===== config.mk =====
export PLATFORM = sky130hd
export DESIGN_NAME = commit_trace_sink_flat
export DESIGN_NICKNAME = d
export VERILOG_FILES = /design/src/rtl/commit_trace_sink_if.sv /design/src/rtl/commit_trace_sink.sv /design/src/flat_wrapper.sv
export SDC_FILE = /design/constraint.sdc
export NUM_CORES = 1
export LEC_CHECK = 0
export BUFFER_PORTS_ARGS = -buffer_cell sky130_fd_sc_hd__buf_2
export CAP_MARGIN = 20
export CORE_MARGIN = 2
export CORE_UTILIZATION = 45
export DETAILED_ROUTE_END_ITERATION = 7
export PLACE_DENSITY = 0.7
export SYNTH_ARGS = -nofsm -noshare
export SYNTH_HDL_FRONTEND = slang
export SYNTH_SLANG_ARGS = --single-unit

===== constraint.sdc =====
create_clock -name clk -period 9.4 [get_ports clk]
set_clock_uncertainty 0.05 [all_clocks]
set_input_delay 1.88 -clock clk [delete_from_list [all_inputs] [get_ports clk]]
set_output_delay 1.88 -clock clk [all_outputs]
set_load 0.01 [all_outputs]

===== src/rtl/commit_trace_sink_if.sv =====
// Drain side of the commit trace sink: head record plus valid/ready handshake.
// The sink drives through the master modport, the consumer uses the slave modport.
interface commit_trace_sink_if #(
  parameter int XLEN     = 16,
  parameter int REG_BITS = 3,
  parameter int SEQ_W    = 16
);
  logic                trace_valid;
  logic                trace_ready;
  logic [SEQ_W-1:0]    trace_seq;
  logic [XLEN-1:0]     trace_pc;
  logic [XLEN-1:0]     trace_insn;
  logic                trace_rd_we;
  logic [REG_BITS-1:0] trace_rd;
  logic [XLEN-1:0]     trace_rd_data;

  modport master (
    output trace_valid, trace_seq, trace_pc, trace_insn,
           trace_rd_we, trace_rd, trace_rd_data,
    input  trace_ready
  );

  modport slave (
    input  trace_valid, trace_seq, trace_pc, trace_insn,
           trace_rd_we, trace_rd, trace_rd_data,
    output trace_ready
  );
endinterface


===== src/rtl/commit_trace_sink.sv =====
// Captures the core's commit stream into a sequence-stamped FWFT FIFO with drop accounting.
// The connected interface must be built with the same XLEN/REG_BITS/SEQ_W as this module.
module commit_trace_sink #(
  parameter int XLEN     = 16,
  parameter int REG_BITS = 3,
  parameter int DEPTH    = 16,
  parameter int SEQ_W    = 16
) (
  input  logic                      clk,
  input  logic                      rst,
  input  logic                      enable,
  input  logic                      clear,
  input  logic                      commit_valid,
  input  logic [XLEN-1:0]           commit_pc,
  input  logic [XLEN-1:0]           commit_insn,
  input  logic                      commit_rd_we,
  input  logic [REG_BITS-1:0]       commit_rd,
  input  logic [XLEN-1:0]           commit_rd_data,
  commit_trace_sink_if.master       trace,
  output logic [$clog2(DEPTH):0]    level,
  output logic [15:0]               drop_cnt,
  output logic                      overflow
);

  localparam int PTR_W = $clog2(DEPTH);
  localparam int LVL_W = PTR_W + 1;
  localparam logic [LVL_W-1:0] FULL_LVL = LVL_W'(DEPTH);

  logic [SEQ_W-1:0]    mem_seq  [DEPTH];
  logic [XLEN-1:0]     mem_pc   [DEPTH];
  logic [XLEN-1:0]     mem_insn [DEPTH];
  logic                mem_we   [DEPTH];
  logic [REG_BITS-1:0] mem_rd   [DEPTH];
  logic [XLEN-1:0]     mem_data [DEPTH];

  logic [PTR_W-1:0] wr_ptr;
  logic [PTR_W-1:0] rd_ptr;
  logic [SEQ_W-1:0] seq_cnt;

  logic flush;
  logic capture;
  logic empty;
  logic full;
  logic pop;
  logic push;
  logic drop;

  // A pop frees the slot the push lands in, so a full FIFO still accepts when draining.
  always_comb begin
    flush   = rst || clear;
    capture = commit_valid && enable;
    empty   = (level == '0);
    full    = (level == FULL_LVL);
    pop     = !empty && trace.trace_ready;
    push    = capture && (!full || pop);
    drop    = capture && full && !pop;
  end

  always_ff @(posedge clk) begin
    if (flush) begin
      wr_ptr <= '0;
      rd_ptr <= '0;
      level  <= '0;
    end else begin
      if (push) begin
        wr_ptr <= wr_ptr + PTR_W'(1);
      end
      if (pop) begin
        rd_ptr <= rd_ptr + PTR_W'(1);
      end
      if (push && !pop) begin
        level <= level + LVL_W'(1);
      end else if (pop && !push) begin
        level <= level - LVL_W'(1);
      end
    end
  end

  // Dropped records still burn a sequence number so the consumer sees the gap.
  always_ff @(posedge clk) begin
    if (flush) begin
      seq_cnt  <= '0;
      drop_cnt <= '0;
      overflow <= 1'b0;
    end else begin
      if (capture) begin
        seq_cnt <= seq_cnt + SEQ_W'(1);
      end
      if (drop) begin
        overflow <= 1'b1;
        if (drop_cnt != 16'hFFFF) begin
          drop_cnt <= drop_cnt + 16'd1;
        end
      end
    end
  end

  always_ff @(posedge clk) begin
    if (push && !flush) begin
      mem_seq[wr_ptr]  <= seq_cnt;
      mem_pc[wr_ptr]   <= commit_pc;
      mem_insn[wr_ptr] <= commit_insn;
      mem_we[wr_ptr]   <= commit_rd_we;
      mem_rd[wr_ptr]   <= commit_rd;
      mem_data[wr_ptr] <= commit_rd_data;
    end
  end

  // Head is read straight from storage; fields are forced to zero while empty.
  always_comb begin
    trace.trace_valid   = !empty;
    trace.trace_seq     = '0;
    trace.trace_pc      = '0;
    trace.trace_insn    = '0;
    trace.trace_rd_we   = 1'b0;
    trace.trace_rd      = '0;
    trace.trace_rd_data = '0;
    if (!empty) begin
      trace.trace_seq     = mem_seq[rd_ptr];
      trace.trace_pc      = mem_pc[rd_ptr];
      trace.trace_insn    = mem_insn[rd_ptr];
      trace.trace_rd_we   = mem_we[rd_ptr];
      trace.trace_rd      = mem_rd[rd_ptr];
      trace.trace_rd_data = mem_data[rd_ptr];
    end
  end

endmodule


===== src/flat_wrapper.sv =====
// flat-port wrapper written by rule: the top's interface ports become plain ports
module commit_trace_sink_flat 
#(
  parameter int XLEN     = 16,
  parameter int REG_BITS = 3,
  parameter int DEPTH    = 16,
  parameter int SEQ_W    = 16
)
  (clk, rst, enable, clear, commit_valid, commit_pc, commit_insn, commit_rd_we, commit_rd, commit_rd_data, level, drop_cnt, overflow, trace_trace_valid, trace_trace_seq, trace_trace_pc, trace_trace_insn, trace_trace_rd_we, trace_trace_rd, trace_trace_rd_data, trace_trace_ready);
  commit_trace_sink_if #(.XLEN(XLEN), .REG_BITS(REG_BITS), .SEQ_W(SEQ_W)) trace_i ();
  input  logic clk;
  input  logic rst;
  input  logic enable;
  input  logic clear;
  input  logic commit_valid;
  input  logic [XLEN-1:0] commit_pc;
  input  logic [XLEN-1:0] commit_insn;
  input  logic commit_rd_we;
  input  logic [REG_BITS-1:0] commit_rd;
  input  logic [XLEN-1:0] commit_rd_data;
  output logic [$clog2(DEPTH):0] level;
  output logic [15:0] drop_cnt;
  output logic overflow;
  output wire logic [$bits(trace_i.trace_valid)-1:0] trace_trace_valid;
  output wire logic [$bits(trace_i.trace_seq)-1:0] trace_trace_seq;
  output wire logic [$bits(trace_i.trace_pc)-1:0] trace_trace_pc;
  output wire logic [$bits(trace_i.trace_insn)-1:0] trace_trace_insn;
  output wire logic [$bits(trace_i.trace_rd_we)-1:0] trace_trace_rd_we;
  output wire logic [$bits(trace_i.trace_rd)-1:0] trace_trace_rd;
  output wire logic [$bits(trace_i.trace_rd_data)-1:0] trace_trace_rd_data;
  input wire logic [$bits(trace_i.trace_ready)-1:0] trace_trace_ready;
  assign trace_trace_valid = trace_i.trace_valid;
  assign trace_trace_seq = trace_i.trace_seq;
  assign trace_trace_pc = trace_i.trace_pc;
  assign trace_trace_insn = trace_i.trace_insn;
  assign trace_trace_rd_we = trace_i.trace_rd_we;
  assign trace_trace_rd = trace_i.trace_rd;
  assign trace_trace_rd_data = trace_i.trace_rd_data;
  assign trace_i.trace_ready = trace_trace_ready;
  commit_trace_sink #(.XLEN(XLEN), .REG_BITS(REG_BITS), .DEPTH(DEPTH), .SEQ_W(SEQ_W)) u_core (.clk(clk), .rst(rst), .enable(enable), .clear(clear), .commit_valid(commit_valid), .commit_pc(commit_pc), .commit_insn(commit_insn), .commit_rd_we(commit_rd_we), .commit_rd(commit_rd), .commit_rd_data(commit_rd_data), .trace(trace_i), .level(level), .drop_cnt(drop_cnt), .overflow(overflow));
endmodule

Word level (Yosys, flattened, before mapping)
Memories as Yosys holds them, arrays and structs flattened. A register that Yosys moved wholly into a read port is not among the register bits.
Cells that the tools add are included.
{"block": "classes", "n_addsub": 6, "n_reduce_logical": 18, "n_eq_ne": 2, "muxes": 22}
{"op": "$mux W16", "count": 4}
{"op": "$mux W4", "count": 12}
{"op": "$add A16 B1 Y16 const B", "count": 2}
{"op": "$ne A16 B16 Y1 const B", "count": 1}
{"op": "$mux W5", "count": 2}
{"op": "$add A4 B1 Y4 const B", "count": 2}
{"op": "$logic_and A1 B1 Y1", "count": 8}
{"op": "$add A5 B1 Y5 const B", "count": 1}
{"op": "$eq A5 B5 Y1 const B", "count": 1}
{"op": "$logic_not A1 Y1", "count": 5}
{"op": "$logic_not A5 Y1", "count": 1}
{"op": "$sub A5 B1 Y5 const B", "count": 1}
{"op": "$mux W1", "count": 3}
{"op": "$mux W3", "count": 1}
{"op": "$logic_or A1 B1 Y1", "count": 2}
{"op": "$reduce_and A2 Y1", "count": 1}
{"op": "$reduce_bool A2 Y1", "count": 1}
{"block": "totals", "register_bits": 46, "n_memories": 6, "elab_cells": 60, "output_inout_bits": 91, "ramBits": 1088, "in_bits": 58}
{"name": "u_core.mem_data", "words": 16, "word_bits": 16, "rd": 1, "rd_ports_with_merged_regs": 1, "write_ports": 1, "line_no": "commit_trace_sink.sv:34", "source": "logic [XLEN-1:0] mem_data [DEPTH];"}
{"name": "u_core.mem_insn", "words": 16, "word_bits": 16, "rd": 1, "rd_ports_with_merged_regs": 1, "write_ports": 1, "line_no": "commit_trace_sink.sv:31", "source": "logic [XLEN-1:0] mem_insn [DEPTH];"}
{"name": "u_core.mem_pc", "words": 16, "word_bits": 16, "rd": 1, "rd_ports_with_merged_regs": 1, "write_ports": 1, "line_no": "commit_trace_sink.sv:30", "source": "logic [XLEN-1:0] mem_pc [DEPTH];"}
{"name": "u_core.mem_seq", "words": 16, "word_bits": 16, "rd": 1, "rd_ports_with_merged_regs": 1, "write_ports": 1, "line_no": "commit_trace_sink.sv:29", "source": "logic [SEQ_W-1:0] mem_seq [DEPTH];"}
{"name": "u_core.mem_rd", "words": 16, "word_bits": 3, "rd": 1, "rd_ports_with_merged_regs": 1, "write_ports": 1, "line_no": "commit_trace_sink.sv:33", "source": "logic [REG_BITS-1:0] mem_rd [DEPTH];"}
{"name": "u_core.mem_we", "words": 16, "word_bits": 1, "rd": 1, "rd_ports_with_merged_regs": 1, "write_ports": 1, "line_no": "commit_trace_sink.sv:32", "source": "logic mem_we [DEPTH];"}

Depth between registers and ports, before layout
Gate-level depths: netlist of run 1.
{"block": "depth", "word_depth": 9, "ltp_mapped": 10, "depth_no_buf": 9}

Worst setup path before layout of run 1
No wires, ideal clock.
{"block": "synth_timing", "path_type": "input -> register", "start": "in commit_valid", "end": "mem u_core.mem_data[0][0], enable pin", "stages": 4, "setup_ps": 577, "path_buffers": 0, "t_required_ps": 8773, "t_arrival_ps": 7260, "slack_ps": 1513, "cell_sequence": "nand2_1 a21oi_1 nand3_1 nor3_1"}
{"block": "synth_between", "elab_chain_cells": 5}
{"element": "start: declaration", "line_no": "flat_wrapper.sv:15", "source": "input logic commit_valid;"}
{"element": "$logic_and A1 B1 Y1", "line_no": "commit_trace_sink.sv:51", "source": "capture = commit_valid && enable;"}
{"element": "$logic_and A1 B1 Y1", "line_no": "commit_trace_sink.sv:55", "source": "push = capture && (!full || pop);"}
{"element": "via u_core.push", "line_no": "commit_trace_sink.sv:45", "source": "logic push;"}
{"element": "$logic_and A1 B1 Y1", "line_no": "commit_trace_sink.sv:99", "source": "if (push && !flush) begin"}
{"element": "$mux W1", "line_no": "commit_trace_sink.sv:99"}
{"element": "$mux W1 (implied by the code)", "line_no": "commit_trace_sink.sv:105", "source": "mem_data[wr_ptr] <= commit_rd_data;"}
{"element": "end: declaration", "line_no": "commit_trace_sink.sv:34"}
The timed path passes the listed nets, and every way through them passes these cells.

==> flow_metrics.py, run 1 <==
metrics = {
    "die": {
        "rows": 115,
        "fp.dieH_um": 319,
        "fp.dieW_um": 319,
        "ios": 149,
        "coreArea_um2": 98300,
        "start_util_pct": 45.3,
        "die_area_um2": 101000,
    },
    "clock_network": {
        "ctsHoldBuffers": 0,
        "cts-root-buf": "clkbuf_16",
        "cts_resized": 0,
        "htree_levels": 3,
        "worstSkewPairLatency_ns": 0.68,
        "cts_made_buffers": 110,
        "clk_pin_slew_ns": 0.06,
        "cts_setup_buffers": 0,
        "clock-sinks": 1138,
        "cts_tree": "done",
        "clk_path_buf_depth": 3,
    },
    "critical_path": {
        "crit_required_ns": 7.47,
        "start_kind": "flip-flop",
        "end_kind": "output port",
        "crit_type": "reg2out",
        "cp.arrival_ns": 4.21,
        "critPathMaxFanout": 43,
    },
    "pwr": {
        "powerDensity_nw_per_um2": 206,
        "irDropWorstVdd_v": 0.000142,
        "total_power_mw": 10.4,
        "p_leak_nw": 15.6,
    },
    "layout": {
        "drive_above_1_share_pct": 27.3,
        "finish.utilization_pct": 51.3,
        "nets": 2416,
        "final_cells": 3722,
        "areaGrowthSynthToFinish_pct": 13.2,
        "postLayoutCellArea_um2": 50400,
    },
    "synth": {
        "yosys.area.top_type": "edfxtp_1",
        "netlist_area_um2": 44500,
        "yosys_warnings": 0,
        "synthDominantCellAreaShare_pct": 73.4,
        "syn_avg_cell_area_um2": 20.5,
        "synth-seq-cells": 1138,
        "netlist_instances": 2168,
        "async_flop_share_pct": 0,
        "yosys-top-cells-area": "edfxtp_1, mux4_2, mux2i_1",
        "synth_ff_type": "edfxtp_1",
        "synth_edf_count": 1088,
        "ys_types": 47,
        "yosysMostFrequentCell": "edfxtp_1",
        "synth_nets": 2238,
        "yosysSeqAreaShare_pct": 75.6,
        "ys_top_cells_by_count": "edfxtp_1, mux4_2, mux2i_1, clkbuf_1, mux2_2",
    },
    "route": {
        "routed_wl_um": 99400,
        "drtAntennaViolNets": 0,
        "drt_iter0_markers": 2208,
        "routedWlPerCell_um": 26.7,
        "post-route-drc-count": 0,
        "viasPerCell": 5.90,
        "first_pass_iters": 5,
        "vias": 21951,
    },
    "sta": {
        "hold_slack_ns": 0.424,
        "layout_setup_ws_ns": 3.26,
        "max_slew_margin_pct": 24.5,
        "tightest_slew_ns": 1.13,
        "post-route-period-util_pct": 65.3,
        "period_needed_ns": 6.14,
        "finalSetupViolCount": 0,
        "fmax_mhz": 163,
        "rsz0062_at_grt": "false",
        "final_hold_viol_count": 0,
        "drv_slew": 0,
        "timing.setup.tns_ns": 0,
    },
    "hold_path": {
        "hold_class": "reg2reg",
    },
    "place": {
        "dpl.hpwl_um": 52100,
        "gp_congestion": 0.751,
        "post-place-ws_ns": 3.86,
        "place_area_um2": 46900,
        "portBuffers": 148,
        "dp_cells": 3518,
    },
    "global_routing": {
        "grt_max_degree": 163,
        "grt_pass1_vias": 22909,
        "gr-total-overflow": 0,
        "grt_use_total_pct": 19.5,
        "antenna_found_initial": 7,
        "grt_pass1_wl_um": 148000,
    },
    "status": {
        "outcome": "finished, final reports clean",
    },
    "job": {
        "drv_cap": 0,
    },
}
==> logic make-up after synthesis <==
family          count (synthesis)  synth area share [%]
flops                        1138                  75.6
compound gates                220                  3.57
xor+xnor                       16                 0.315
buf+inv                       169                  1.49
mux                           461                  16.9
fa+ha+maj                      12                 0.354
simple gates                  152                  1.73
==> worst max-delay path: stages (launching register included) <==
cell and delay [ns]:
dfxtp_4 0.72, buf_4 0.67, buf_4 0.74, mux4_2 0.59, mux2i_1 0.37, o22ai_1 0.17
buf_2 0.20
==> placed cells by master (no fill, tap or decap), drive strengths merged, types with 3 or more instances in the layout <==
cell	count
or4	12
mux4	225
o211ai	23
edfxtp	1088
a21oi	24
nor2b	3
nand3	20
or2	4
clkinvlp	4
clkinv	44
o21a	3
a211oi	38
nand2b	4
a221o	36
clkbuf	142
mux2	72
o22ai	68
ha	11
mux2i	164
nand2	27
bufinv	6
inv	49
buf	190
nor3	9
xor2	6
xnor2	10
nand4	7
nor4	7
o21ai	7
or3	9
o31ai	10
nor2	42
dfxtp	50
==> flip-flops by register name (all words and copies together), names as in the netlist, named ones only <==
name,flops
u_core.overflow,1
u_core.wr_ptr,4
u_core.mem_seq,256
u_core.mem_we,16
u_core.mem_rd,48
u_core.rd_ptr,4
u_core.drop_cnt,16
u_core.mem_pc,256
u_core.mem_insn,256
u_core.level,5
u_core.seq_cnt,16
u_core.mem_data,256
==> per-layer routing <==
layer  vias up  global-route usage (%)  wire (um)
met2       736                    32.9      49800
met1     11633                    26.5      40900
li1       9413                       -          -
met3       165                    3.16       6240
met4         4                    5.29       2390
met5         -                       0         27
==> layout make-up <==
| cell class | instances | area (um^2) |
|---|---|---|
| multi-input combinational | 861 | 10300 |
| fill | 7649 | 47900 |
| sequential | 1138 | 33700 |
| timing repair buffer | 190 | 1170 |
| inverter | 45 | 169 |
| antenna | 1 | 2.50 |
| clock buffer | 142 | 2960 |
| clock inverter | 58 | 467 |
| tap | 1287 | 1610 |
==> final timing paths <==
kind,from,to,slack [ns],depth (start not counted)
setup / recovery,flip-flop,trace_trace_rd_data[0],3.26,6
hold / removal,u_core.overflow$_SDFFE_PP0P_,u_core.overflow$_SDFFE_PP0P_,0.42,2
setup reg to reg,u_core.level[0]$_SDFFE_PP0P_,u_core.mem_insn[6][1]$_DFFE_PP_,5.38,6
hold reg to reg,u_core.overflow$_SDFFE_PP0P_,u_core.overflow$_SDFFE_PP0P_,0.42,2
==> power breakdown <==
| group | switching [mW] | internal (mW) |
|---|---|---|
| logic | 0.380 | 0.255 |
| clock network | 1.82 | 2.37 |
| registers | 0.0156 | 5.54 |
| total | 2.21 | 8.17 |
(Power assumes the default switching activity.)
==> inputs of run 2 (changes only) <==
--- a/config.mk
+++ b/config.mk
@@ -10,7 +10,7 @@
 export CORE_MARGIN = 2
 export CORE_UTILIZATION = 45
 export DETAILED_ROUTE_END_ITERATION = 7
-export PLACE_DENSITY = 0.7
+export PLACE_DENSITY = 0.72
 export SYNTH_ARGS = -nofsm -noshare
 export SYNTH_HDL_FRONTEND = slang
 export SYNTH_SLANG_ARGS = --single-unit
==> constraint.sdc (replaced) <==
create_clock -name clk -period 5.3 [get_ports clk]
set_clock_uncertainty 0.05 [all_clocks]
set_input_delay 1.06 -clock clk [delete_from_list [all_inputs] [get_ports clk]]
set_output_delay 1.06 -clock clk [all_outputs]
set_load 0.01 [all_outputs]
==> flow_metrics.py, run 2 (synthesized netlist as in run 1, its figures left out) <==
metrics = {
    "critical_path": {
        "cp_slowest_cell": "dfxtp_4",
        "cp_top_family": "buffers and inverters",
        "path_cells": "buf_12 > buf_12 > mux4_2 > o211ai_1 > o22ai_1 > buf_2",
        "cp.arrival_ns": 3.42,
        "start_kind": "flip-flop",
        "cp_common_cell": "buf_12",
        "slowest_delay_ns": 0.61,
        "rr_worst_depth": 9,
        "critPathMaxFanout": 50,
        "crit_type": "reg2out",
        "crit_required_ns": 4.19,
        "cp.buffers_inverters": 3,
        "cp.depth": 6,
        "end_kind": "output port",
    },
    "clock_network": {
        "cts_resized": 0,
        "clk_pin_slew_ns": 0.06,
        "cts_tree": "done",
        "cts_setup_buffers": 0,
        "cts-root-buf": "clkbuf_16",
        "worstSkewPairLatency_ns": 0.67,
        "ctsHoldBuffers": 0,
        "clock-sinks": 1138,
        "clk_path_buf_depth": 3,
        "cts_made_buffers": 112,
        "htree_levels": 3,
    },
    "global_routing": {
        "grt_max_degree": 105,
        "grt_pass1_wl_um": 147000,
        "use_met3_pct": 2.92,
        "gr-total-overflow": 0,
        "grt_use_total_pct": 19.2,
        "met1_usage_pct": 26.6,
        "met2_usage_pct": 32.1,
        "busiest_layer": "met2",
        "grt_pass1_vias": 22941,
        "antenna_found_initial": 9,
    },
    "layout": {
        "nets": 2430,
        "areaGrowthSynthToFinish_pct": 14.2,
        "final_common_cell": "edfxtp_1",
        "multi_input_area_um2": 10300,
        "regArea_um2": 33700,
        "mostFrequentLayoutCells": "edfxtp_1, mux4_2, mux2i_1, buf_2, clkbuf_16",
        "postLayoutCellArea_um2": 50800,
        "drive_above_1_share_pct": 27.5,
        "fill_cells": 7521,
    },
    "sta": {
        "timing.setup.tns_ns": 0,
        "hold_slack_ns": 0.438,
        "drv_slew": 0,
        "layout_setup_ws_ns": 0.773,
        "final_hold_viol_count": 0,
        "max_slew_margin_pct": 38.7,
        "rsz0062_at_grt": "false",
        "fmax_mhz": 221,
        "tightest_slew_ns": 0.919,
        "post-route-period-util_pct": 85.4,
        "period_needed_ns": 4.53,
        "finalSetupViolCount": 0,
    },
    "status": {
        "outcome": "finished, final reports clean",
    },
    "route": {
        "drt_iter0_markers": 2238,
        "viasPerCell": 5.92,
        "first_pass_iters": 5,
        "post-route-drc-count": 0,
        "vias": 22153,
        "routed_wl_um": 97600,
        "routedWlPerCell_um": 26.1,
        "drtAntennaViolNets": 0,
    },
    "place": {
        "post-place-ws_ns": 1.35,
        "gp_congestion": 0.786,
        "dpl.hpwl_um": 53100,
        "portBuffers": 148,
        "place_area_um2": 47400,
    },
    "die": {
        "coreArea_um2": 98300,
        "fp.dieW_um": 319,
        "ios": 149,
        "die_area_um2": 101000,
        "fp.dieH_um": 319,
        "start_util_pct": 45.3,
        "rows": 115,
    },
    "hold_path": {
        "whs_path_depth": 2,
        "hold_class": "reg2reg",
    },
    "pwr": {
        "p_leak_nw": 15.8,
        "total_power_mw": 18.5,
        "irDropWorstVdd_v": 0.000248,
        "powerDensity_nw_per_um2": 363,
    },
    "job": {
        "drv_cap": 0,
    },
}
-- run 2: cell type report --
| type | count | area share (%) |
|---|---|---|
| sequential | 1138 | 66.2 |
| multi-input combinational | 861 | 20.3 |
| clock buffer | 150 | 5.96 |
| tap | 1287 | 3.17 |
| timing repair buffer | 202 | 3.07 |
| clock inverter | 61 | 0.881 |
| inverter | 45 | 0.332 |
| antenna | 1 | 0.00492 |
-- run 2: power breakdown --
| part | switching [mW] | total [mW] | internal [mW] | leakage [nW] |
|---|---|---|---|---|
| Clock | 3.22 | 7.51 | 4.29 | 1.68 |
| Sequential | 0.0249 | 9.85 | 9.83 | 10.5 |
| Combinational | 0.656 | 1.12 | 0.461 | 3.62 |
-- run 2: stage by stage --
stage	utilization (%)	instances
global route	51.7	3744
floorplan	-	2168
CTS	51.7	3744
finish	51.7	3745
global placement	48.2	3532
detailed placement	48.2	3533
-- run 2: worst reg2reg max path, stage by stage (launching register included) --
cell	delay (ns)
dfxtp_1	0.38
or4_1	0.70
o21ai_1	0.44
ha_1	0.27
inv_1	0.11
fa_1	0.44
a21o_1	0.19
a21oi_1	0.18
mux2i_1	0.26
mux2i_1	0.19
-- run 2: path summary, 6_finish.rpt --
check	start	to	slack [ns]
worst min register to register	u_core.drop_cnt[14]$_SDFFE_PP0P_	u_core.drop_cnt[14]$_SDFFE_PP0P_	0.44
worst min-delay path	u_core.drop_cnt[14]$_SDFFE_PP0P_	u_core.drop_cnt[14]$_SDFFE_PP0P_	0.44
worst max-delay path	flip-flop	trace_trace_rd_data[0]	0.77
worst max register to register	u_core.level[0]$_SDFFE_PP0P_	u_core.level[4]$_SDFFE_PP0P_	2.03
-- run 2: per-layer routing --
layer	share of wire (%)	wire length (um)
met5	0.048	47
met1	42	40700
met3	6.1	6000
met4	1.7	1660
met2	50	49200
